**src/rtl/add_pipe_rr_arbiter.sv**
```systemverilog
// rtl/add_pipe_rr_arbiter.sv - round-robin arbiter sharing one pipelined adder among NUM_REQ requesters
// Grants one request per cycle, tags each op with its requester id and routes the result back.
module add_pipe_rr_arbiter #(
   parameter int NUM_REQ = 4,
   parameter int WIDTH   = 32,
   parameter int LATENCY = 1
) (
   input  logic                     clk,
   input  logic                     rst,
   input  logic                     en,
   input  logic [NUM_REQ-1:0]       req_valid,
   output logic [NUM_REQ-1:0]       req_ready,
   input  logic [NUM_REQ*WIDTH-1:0] req_a,
   input  logic [NUM_REQ*WIDTH-1:0] req_b,
   output logic [WIDTH-1:0]         dp_a,
   output logic [WIDTH-1:0]         dp_b,
   output logic                     dp_in_valid,
   input  logic [WIDTH-1:0]         dp_c,
   input  logic                     dp_out_valid,
   output logic [NUM_REQ-1:0]       resp_valid,
   output logic [WIDTH-1:0]         resp_data,
   output logic                     busy,
   output logic                     err
);

   localparam int ID_W = (NUM_REQ > 1) ? $clog2(NUM_REQ) : 1;

   logic [ID_W-1:0]    ptr_q, ptr_d;
   logic [ID_W-1:0]    gnt_id;
   logic               gnt_found;
   logic               xfer;
   logic [LATENCY-1:0] v_q;
   logic [ID_W-1:0]    id_q [LATENCY];
   logic               v_out;
   logic [ID_W-1:0]    id_out;
   logic               mismatch;
   logic               fire;
   logic               err_q, err_d;

   // Search starts at ptr and wraps; first requesting index wins.
   always_comb begin
      gnt_found = 1'b0;
      gnt_id    = '0;
      for (int k = 0; k < NUM_REQ; k++) begin
         int idx;
         idx = int'(ptr_q) + k;
         if (idx >= NUM_REQ) idx = idx - NUM_REQ;
         if (!gnt_found && req_valid[idx]) begin
            gnt_found = 1'b1;
            gnt_id    = ID_W'(idx);
         end
      end
   end

   assign xfer = en & ~rst & gnt_found;

   always_comb begin
      req_ready = '0;
      for (int i = 0; i < NUM_REQ; i++) begin
         req_ready[i] = xfer && (gnt_id == ID_W'(i));
      end
      dp_in_valid = xfer;
      dp_a        = xfer ? req_a[int'(gnt_id)*WIDTH +: WIDTH] : '0;
      dp_b        = xfer ? req_b[int'(gnt_id)*WIDTH +: WIDTH] : '0;
   end

   always_comb begin
      ptr_d = ptr_q;
      if (xfer) begin
         ptr_d = (gnt_id == ID_W'(NUM_REQ-1)) ? '0 : gnt_id + 1'b1;
      end
   end

   assign v_out    = v_q[LATENCY-1];
   assign id_out   = id_q[LATENCY-1];
   assign mismatch = dp_out_valid ^ v_out;
   assign fire     = dp_out_valid & v_out & ~rst;
   assign err_d    = err_q | mismatch;

   always_comb begin
      resp_valid = '0;
      for (int i = 0; i < NUM_REQ; i++) begin
         resp_valid[i] = fire && (id_out == ID_W'(i));
      end
   end

   assign resp_data = dp_c;
   assign busy      = |v_q;
   assign err       = err_q;

   // Tags shift every cycle: the datapath never stalls, so position equals age.
   always_ff @(posedge clk) begin
      if (rst) begin
         ptr_q <= '0;
         err_q <= 1'b0;
         v_q   <= '0;
         for (int s = 0; s < LATENCY; s++) id_q[s] <= '0;
      end else begin
         ptr_q   <= ptr_d;
         err_q   <= err_d;
         v_q[0]  <= xfer;
         id_q[0] <= gnt_id;
         for (int s = 1; s < LATENCY; s++) begin
            v_q[s]  <= v_q[s-1];
            id_q[s] <= id_q[s-1];
         end
      end
   end

endmodule
```
**config.mk**
```make
export PLATFORM = sky130hd
export DESIGN_NAME = add_pipe_rr_arbiter
export DESIGN_NICKNAME = d
export VERILOG_FILES = /design/src/rtl/add_pipe_rr_arbiter.sv
export SDC_FILE = /design/constraint.sdc
export NUM_CORES = 1
export LEC_CHECK = 0
export BUFFER_PORTS_ARGS = -buffer_cell sky130_fd_sc_hd__buf_4
export CAP_MARGIN = 25
export CORE_AREA = 8 8 151 153
export CTS_BUF_LIST = sky130_fd_sc_hd__clkbuf_16
export CTS_CLUSTER_SIZE = 25
export DETAILED_ROUTE_END_ITERATION = 6
export DIE_AREA = 0 0 159 161
export GPL_ROUTABILITY_DRIVEN = 0
export PLACE_DENSITY = 0.46
export SLEW_MARGIN = 20
export SYNTH_ARGS = -nofsm -noshare
export SYNTH_HDL_FRONTEND = slang
export SYNTH_SLANG_ARGS = --single-unit
```
**constraint.sdc**
```tcl
create_clock -name clk -period 3.05 [get_ports clk]
set_clock_uncertainty 0.2 [all_clocks]
set_input_delay 0.7625 -clock clk [delete_from_list [all_inputs] [get_ports clk]]
set_output_delay 0.7625 -clock clk [all_outputs]
set_load 0.01 [all_outputs]
```
* Yosys cells after proc, flatten, opt, wreduce, memory -nomap -nowiden
Memory sizes are Yosys's and may differ from the RTL's.
Index checks and enable logic that the tools add are counted.
** Cells by class
- Reduce and logical (&&, ||, !) cells :: 17
- Order comparisons :: 8
- Muxes and demuxes :: 32
- Add/subtract/negate cells :: 8
- Bitwise gates (word level) :: 7
- Shift-type cells :: 2
- Equal/unequal tests :: 6
** Operators by type and width (count)
- $shiftx 128x8->32 :: 2
- $mux 32 :: 6
- $lt 32x4->1 const B :: 4
- $mux 1 :: 16
- $mux 2 :: 6
- $sub 3x3->4 const B :: 3
- $logic_and 1x1->1 :: 11
- $ge 3x3->1 const B :: 3
- $bmux 1 s2 :: 4
- $eq 2x2->1 const B :: 4
- $add 2x2->3 const B :: 2
- $and 1x1->1 :: 4
- $eq 2x1->1 const B :: 2
- $logic_not 2->1 :: 2
- $sub 2x3->4 const B :: 1
- $add 2x1->3 const B :: 1
- $ge 2x3->1 const B :: 1
- $logic_not 1->1 :: 3
- $add 2x1->2 const B :: 1
- $reduce_or 2->1 :: 1
- $not 1->1 :: 1
- $or 1x1->1 :: 1
- $xor 1x1->1 :: 1
** Word-level totals
- Memories :: 1
- Memory bits (writable) :: 2
- Flip-flop bits (word level) :: 4
- Input bits :: 296
- Output and inout port bits :: 107
** Memories
- id_q :: depth 1, width 2, rd ports 1, clocked after Yosys merged registers in 0, wr ports 1, RTL line 33 : logic [ID_W-1:0] id_q [LATENCY];

* Longest topological paths before layout
Gate-level depths: netlist of the first run.
- Depth after elaboration :: 17
- Gate-level depth with buffers :: 9
- Gate-level depth less buffers :: 6

* Worst setup path after synthesis of the first run
Ideal clock, no wire load.
- Kind :: input to output
- Start :: input port req_valid[0]
- End :: output port req_ready[1]
- Buffers on the path :: 3
- Data required time :: 2.088 ns
- Data arrival time :: 1.971 ns
- Cell stages on the path :: 9
- Setup slack :: 0.116 ns
- Cell sequence :: a21o_1 -> a21oi_1 -> o22a_1 -> buf_4 -> buf_12 -> buf_8 -> inv_2 -> ha_1 -> and2_1
** Between the ends
- Longest elaborated chain between the ends :: 15
- Elaborated cells on any way between the ends :: 29
- Classes of those cells :: eq/ne: 1; mux: 20; bitwise: 1; reduce/logical: 7
** RTL lines
- start: declaration :: RTL line 11 : input logic [NUM_REQ-1:0] req_valid,
- $bmux 1 s2 :: RTL line 48 : if (!gnt_found && req_valid[idx]) begin
- $mux 1 (not written as such) (2 in a row) :: RTL line 48
- $mux 1 :: RTL line 48
- $logic_not 1->1 :: RTL line 48
- $logic_and 1x1->1 :: RTL line 48
- $mux 1 :: RTL line 48
- $logic_not 1->1 :: RTL line 48
- $logic_and 1x1->1 :: RTL line 48
- $mux 1 :: RTL line 48
- $logic_not 1->1 :: RTL line 48
- $logic_and 1x1->1 :: RTL line 48
- $mux 2 * :: RTL line 48
- via gnt_id[1] :: RTL line 29 : logic [ID_W-1:0] gnt_id;
- $eq 2x1->1 * :: RTL line 60 : req_ready[i] = xfer && (gnt_id == ID_W'(i));
- $logic_and 1x1->1 * :: RTL line 60
- end: declaration :: RTL line 12 : output logic [NUM_REQ-1:0] req_ready,
Mark *: on every way through the listed nets, which the timed path passes. The rest lies on a longest branch. The select of a mux whose other input is x is not followed.

* Worst setup path in the final report of the first run
- Start :: input port req_valid[1]
- End :: output port dp_a[31]
** Between the ends
- Longest elaborated chain between the ends :: 15
- Elaborated cells on any way between the ends :: 29
- Classes of those cells :: shift: 1; mux: 21; bitwise: 1; reduce/logical: 6
** RTL lines
- $bmux 1 s2 :: RTL line 48
- $mux 1 (not written as such) (2 in a row) :: RTL line 48
- $mux 1 :: RTL line 48
- $logic_not 1->1 :: RTL line 48
- $logic_and 1x1->1 :: RTL line 48
- $mux 1 :: RTL line 48
- $logic_not 1->1 :: RTL line 48
- $logic_and 1x1->1 :: RTL line 48
- $mux 1 :: RTL line 48
- $logic_not 1->1 :: RTL line 48
- $logic_and 1x1->1 :: RTL line 48
- $mux 2 or $mux 1 (tied branches) :: RTL line 48
- $shiftx 128x8->32 or $and 1x1->1 (tied branches) :: RTL line 63, 55
- $mux 32 * :: RTL line 63 : dp_a = xfer ? req_a[int'(gnt_id)*WIDTH +: WIDTH] : '0;
- end: declaration :: RTL line 15 : output logic [WIDTH-1:0] dp_a,
Every way passes the cells marked *; elsewhere a longest branch is shown, timed or not. The select of a mux whose other input is x is not followed.

==> results of run 1 <==
-- synth_stat cells, types with 2 or more instances --
master    number
and2_1         4
a21oi_1        3
inv_2          2
buf_2         12
buf_4         33
clkbuf_4       3
nand2b_1       2
o22ai_1       65
buf_12         8
mux2i_1      129
dfxtp_1        6
nor2_1        10
inv_1          3
ha_1           5
buf_8          3
nand2_2        2
-- layer usage --
layer / vias up / wire length [µm] / GRT usage
li1: 1863 / - / -
met1: 1750 / 6730 / 0.137
met2: 212 / 9140 / 0.233
met3: 20 / 1280 / 0.0333
met4: 0 / 286 / 0.0257
met5: - / 0 / 0
-- worst max-delay path by stage --
| stage | depth (start not counted) | slack [ns] | startpoint | to |
|---|---|---|---|---|
| global route | 9 | -0.23 | req_valid[1] | dp_b[13] |
| finish | 9 | -0.17 | req_valid[1] | dp_a[31] |
| detailed placement | 9 | -0.22 | req_valid[0] | dp_b[4] |
| CTS | 11 | -0.19 | req_valid[0] | dp_b[4] |
| floorplan | 9 | 0.12 | req_valid[0] | req_ready[1] |
| global placement | 9 | -0.25 | req_valid[0] | dp_a[26] |
-- sequential cells by signal, summed over array words and instances, names as in the netlist --
signal  count
id_q        2
err         1
ptr_q       2
busy        1
-- power by group --
part	internal [mW]	switching [mW]
sequential	0.0869	0.00847
combinational	0.914	0.562
clock	0.168	0.0423
total	1.17	0.612
-- area by class of cell --
type                    instances  area, µm²  area share
clock buffers                   3       75.1      0.0111
well taps                     275        344      0.0508
flip-flops and latches          6        120      0.0177
multi-input cells             230       2400       0.355
inverters                       5       18.8     0.00277
repair buffers                421       3810       0.563
-- cell families after synthesis --
group / after synthesis / share of synthesized area
fa+ha+maj: 5 / 0.0237
simple gates: 23 / 0.0455
flops: 6 / 0.0455
compound gates: 73 / 0.184
buf+inv: 65 / 0.212
mux: 129 / 0.490
-- timing repair --
action	in CTS	in global routing
hold buffers	0	0
pin swaps	32	15
cloned	12	0
setup endpoints to repair	68	68
buffers inserted	21	1
resized for setup	74	62
-- worst max-delay path: cells and delay by family --
| family | cells | cell delay (ns) |
|---|---|---|
| muxes | 1 | 0.22 |
| AOI/OAI and AO/OA | 4 | 0.58 |
| buffers and inverters | 4 | 0.68 |
-- metrics by stage --
stage / hold WS (ns) / setup slack [ns] / instance area [µm²]
after CTS: 0.273 / -0.188 / 6470
after floorplan: 0.272 / 0.116 / 2640
after detailed placement: 0.263 / -0.219 / 5530
final: 0.268 / -0.168 / 6770
after global routing: 0.327 / -0.228 / 6770
after global placement: 0.264 / -0.253 / 5530
==> results.sh, run 1 <==
export IMPL_min_from="err"
export IMPL_fp_row_count=53
export IMPL_antenna_cells=0
export IMPL_drv_slew=0
export IMPL_drive_gt1_frac=0.746
export IMPL_dieWidth_um=159
export IMPL_vias_per_cell=4.09
export IMPL_numCtsBuffers=3
export IMPL_ff2ff_path_depth=9
export IMPL_clk_path_buf_depth=2
export IMPL_ff2ff_setup_slack_ns=0.91
export IMPL_tightest_slew_ns=0.329
export IMPL_grt_max_degree=19
export IMPL_layout_setup_ws_ns=-0.168
export IMPL_netlist_cell_type_count=27
export IMPL_p_leak_nw=3.24
export IMPL_cp_cell_sequence="buf_8 > a21o_1 > a21oi_2 > o22a_4 > buf_4 > bufbuf_16 > mux2i_2 > o22ai_2 > buf_4"
export IMPL_syn_inst=301
export IMPL_final_common_cell="buf_4"
export IMPL_ioPinCount=403
export IMPL_tns_ns=-8.07
export IMPL_rsz0062_at_grt="true"
export IMPL_area_growth_pct=157
export IMPL_hold_path_class="reg -> reg"
export IMPL_cap_viol_max_count=0
export IMPL_antenna_left=0
export IMPL_layout_nets=968
export IMPL_cts_max_level=1
export IMPL_cp_required_ns=2.09
export IMPL_syn_area_per_cell_um2=8.76
export IMPL_cts_tree="built"
export IMPL_path_clk_slew_ns=0.03
export IMPL_initial_core_util=0.128
export IMPL_synth_area_um2=2640
export IMPL_crit_path_frequent_cell="buf_4"
export IMPL_fillers=2156
export IMPL_worstSetupStartpointType="input port"
export IMPL_detail_route_wl_per_cell_um=18.5
export IMPL_grt_pass1_wl_um=25000
export IMPL_gr_total_overflow=0
export IMPL_drt_iter0_drc=156
export IMPL_ys_flop_type="dfxtp_1"
export IMPL_final_cells=940
export IMPL_finalPower_mw=1.78
export IMPL_post_route_util=0.329
export IMPL_final_setup_viol_count=68
export IMPL_peakVddDrop_uv=124
export IMPL_cts_root_buf="clkbuf_16"
export IMPL_period_share=1.05
export IMPL_yosysWarnings=0
export IMPL_hold_viol=0
export IMPL_antenna_found_initial=0
export IMPL_critical_path_max_fanout=6
export IMPL_crit_slowest_cell="bufbuf_16"
export IMPL_first_global_vias=4296
export IMPL_yosys_area_top_type="mux2i_1"
export IMPL_endpoint_kind="output pin"
export IMPL_timing_fmax_mhz=311
export IMPL_die_h_um=161
export IMPL_place_inst=905
export IMPL_reg2reg_from="ptr_q[1]"
export IMPL_period_needed_ns=3.22
export IMPL_ys_async_sr_fraction=0
export IMPL_layout_common_cells="buf_4 (359), mux2i_1 (93), o22ai_1 (39)"
export IMPL_r2r_end="ptr_q[1]"
export IMPL_hold_end="err"
export IMPL_status="finished with violations"
export IMPL_grt_util_all_layers=0.124
export IMPL_synthTopCellsByArea="mux2i_1 (49%), o22ai_1 (15%), buf_4 (9.4%)"
export IMPL_crit_type="in -> out"
export IMPL_clock_sinks=6
export IMPL_drc=0
export IMPL_numPortBuffers=338
export IMPL_power_density_nw_per_um2=263
export IMPL_clk_latency_ns=0.22
export IMPL_slew_headroom=0.780
export IMPL_syn_nets=602
export IMPL_slowest_delay_ns=0.28
export IMPL_synth_top_cell_area_share=0.490
export IMPL_drt_pass1_iter_count=4
export IMPL_worstHoldPathCells=2
export IMPL_ys_ff_latch=6
export IMPL_cp_data_arrival_time_ns=2.26
export IMPL_hpwl_um=13100
export IMPL_synth_edf_count=0
export IMPL_die_area_um2=25600
export IMPL_vias=3845
export IMPL_synth_yosys_seq_area_share=0.0455
export IMPL_core_area_um2=20600
export IMPL_violations="setup timing"
export IMPL_wl_um=17400
(Power assumes the default switching activity.)
==> run 2: changes to the inputs <==
--- a/config.mk
+++ b/config.mk
@@ -14,6 +14,7 @@
 export DIE_AREA = 0 0 159 161
 export GPL_ROUTABILITY_DRIVEN = 0
 export PLACE_DENSITY = 0.46
+export SKIP_LAST_GASP = 1
 export SLEW_MARGIN = 20
 export SYNTH_ARGS = -nofsm -noshare
 export SYNTH_HDL_FRONTEND = slang
==> run 2 against run 1 <==
Net effect:
- the flow still finishes with violations (setup timing)
- die area stayed put
- clock power about the same
- routed wire length barely moved
- register-to-register slack hardly changed
- via count rose by 0.29%
- final cell count did not move
- worst setup slack worse by 0.0018 ns
- sequential share of layout area about the same
- largest power group unchanged
==> results.sh, run 2 (synthesized netlist as in run 1, its figures left out) <==
export IMPL_tightest_slew_ns=0.329
export IMPL_vias_per_cell=4.10
export IMPL_peakVddDrop_uv=124
export IMPL_clk_latency_ns=0.22
export IMPL_period_share=1.06
export IMPL_slew_headroom=0.780
export IMPL_drt_iter0_drc=156
export IMPL_drv_slew=0
export IMPL_drive_gt1_frac=0.741
export IMPL_clock_sinks=6
export IMPL_die_h_um=161
export IMPL_timing_critical_path_max_delay_family="buffers and inverters"
export IMPL_postCtsHoldBufs=0
export IMPL_final_setup_viol_count=68
export IMPL_die_area_um2=25600
export IMPL_cts_tree="built"
export IMPL_placed_area_um2=5530
export IMPL_gr_total_overflow=0
export IMPL_timing_fmax_mhz=311
export IMPL_hpwl_um=13100
export IMPL_layout_common_cells="buf_4 (358), mux2i_1 (96), o22ai_1 (40)"
export IMPL_detail_route_wl_per_cell_um=18.5
export IMPL_antenna_cells=0
export IMPL_layout_setup_ws_ns=-0.169
export IMPL_cp_data_arrival_time_ns=2.26
export IMPL_grt_pass1_wl_um=25000
export IMPL_post_route_util=0.329
export IMPL_grt_util_all_layers=0.124
export IMPL_dieWidth_um=159
export IMPL_cap_viol_max_count=0
export IMPL_drc=0
export IMPL_ioPinCount=403
export IMPL_fillers=2152
export IMPL_area_growth_pct=156
export IMPL_critical_path_max_fanout=6
export IMPL_antenna_left=0
export IMPL_worstSetupStartpointType="input port"
export IMPL_violations="setup timing"
export IMPL_place_inst=905
export IMPL_p_leak_nw=3.23
export IMPL_initial_core_util=0.128
export IMPL_critical_path_buf_inv_count=4
export IMPL_tns_ns=-7.97
export IMPL_rsz0062_at_grt="true"
export IMPL_hold_path_class="reg -> reg"
export IMPL_grt_max_degree=19
export IMPL_sequential_cell_area_um2=120
export IMPL_first_global_vias=4294
export IMPL_antenna_found_initial=0
export IMPL_numPortBuffers=338
export IMPL_layout_nets=968
export IMPL_cp_cell_sequence="buf_8 > a21o_1 > a21oi_2 > o22a_4 > buf_4 > bufbuf_16 > mux2i_2 > o22ai_2 > buf_4"
export IMPL_crit_type="in -> out"
export IMPL_holdWs_ns=0.268
export IMPL_period_needed_ns=3.22
export IMPL_fp_row_count=53
export IMPL_clk_path_buf_depth=2
export IMPL_final_cell_area_um2=6760
export IMPL_multi_input_area_um2=2380
export IMPL_slowest_delay_ns=0.28
export IMPL_drt_pass1_iter_count=5
export IMPL_core_area_um2=20600
export IMPL_hold_viol=0
export IMPL_vias=3856
export IMPL_path_clk_slew_ns=0.03
export IMPL_cp_required_ns=2.09
export IMPL_cts_root_buf="clkbuf_16"
export IMPL_endpoint_kind="output pin"
export IMPL_crit_slowest_cell="bufbuf_16"
export IMPL_power_density_nw_per_um2=263
export IMPL_final_common_cell="buf_4"
export IMPL_cts_max_level=1
export IMPL_final_cells=940
export IMPL_wl_um=17400
export IMPL_status="finished with violations"
export IMPL_numCtsBuffers=3
export IMPL_crit_path_frequent_cell="buf_4"
export IMPL_reg_largest_list="id_q: 2 flops, ptr_q: 2 flops"
-- run 2: stage by stage --
stage               setup WS, ns  total power, mW
floorplan                  0.116            0.688
global placement          -0.253             1.20
detailed placement        -0.219             1.19
CTS                       -0.188             1.69
global route              -0.237             1.88
finish                    -0.169             1.77
-- run 2: power by group --
group          total (mW)  switching (mW)  leakage [nW]  internal, mW
combinational        1.47           0.558          3.15         0.910
sequential         0.0956         0.00867        0.0498        0.0869
clock               0.211          0.0425        0.0370         0.168
total                1.77           0.610          3.23          1.17
-- run 2: tightest hold or removal path, delay by kind of cell (launching register included) --
kind	cells	cell delay [ns]
DFF	1	0.30
and+or+nand+nor	2	0.12
-- run 2: repair_timing --
action / in CTS / in global routing
gates resized for setup: 70 / 64
cloned: 12 / 0
pin swaps: 32 / 20
endpoints found under the setup margin: 68 / 68
buffers inserted: 21 / 1
-- run 2: metal layers --
metal	vias up	global-route usage	part of all wire	wire length, µm
li1	1863	-	-	-
met2	220	0.233	0.52	9130
met1	1753	0.137	0.38	6660
met5	-	0	0	0
met4	0	0.0257	0.017	292
met3	20	0.0333	0.077	1340
-- run 2: worst paths after layout --
kind	startpoint	endpoint	slack (ns)	depth (start not counted)
min reg2reg	err	err	0.27	2
max reg2reg	ptr_q[1]	ptr_q[1]	0.91	9
min	err	err	0.27	2
max	req_valid[0]	dp_a[31]	-0.17	9
-- run 2: layout make-up --
type | count | share of cell area
Clock buffer | 3 | 0.0111
Inverter | 5 | 0.00278
Multi-Input combinational cell | 230 | 0.353
Sequential cell | 6 | 0.0178
Tap cell | 275 | 0.0509
Timing Repair Buffer | 421 | 0.565
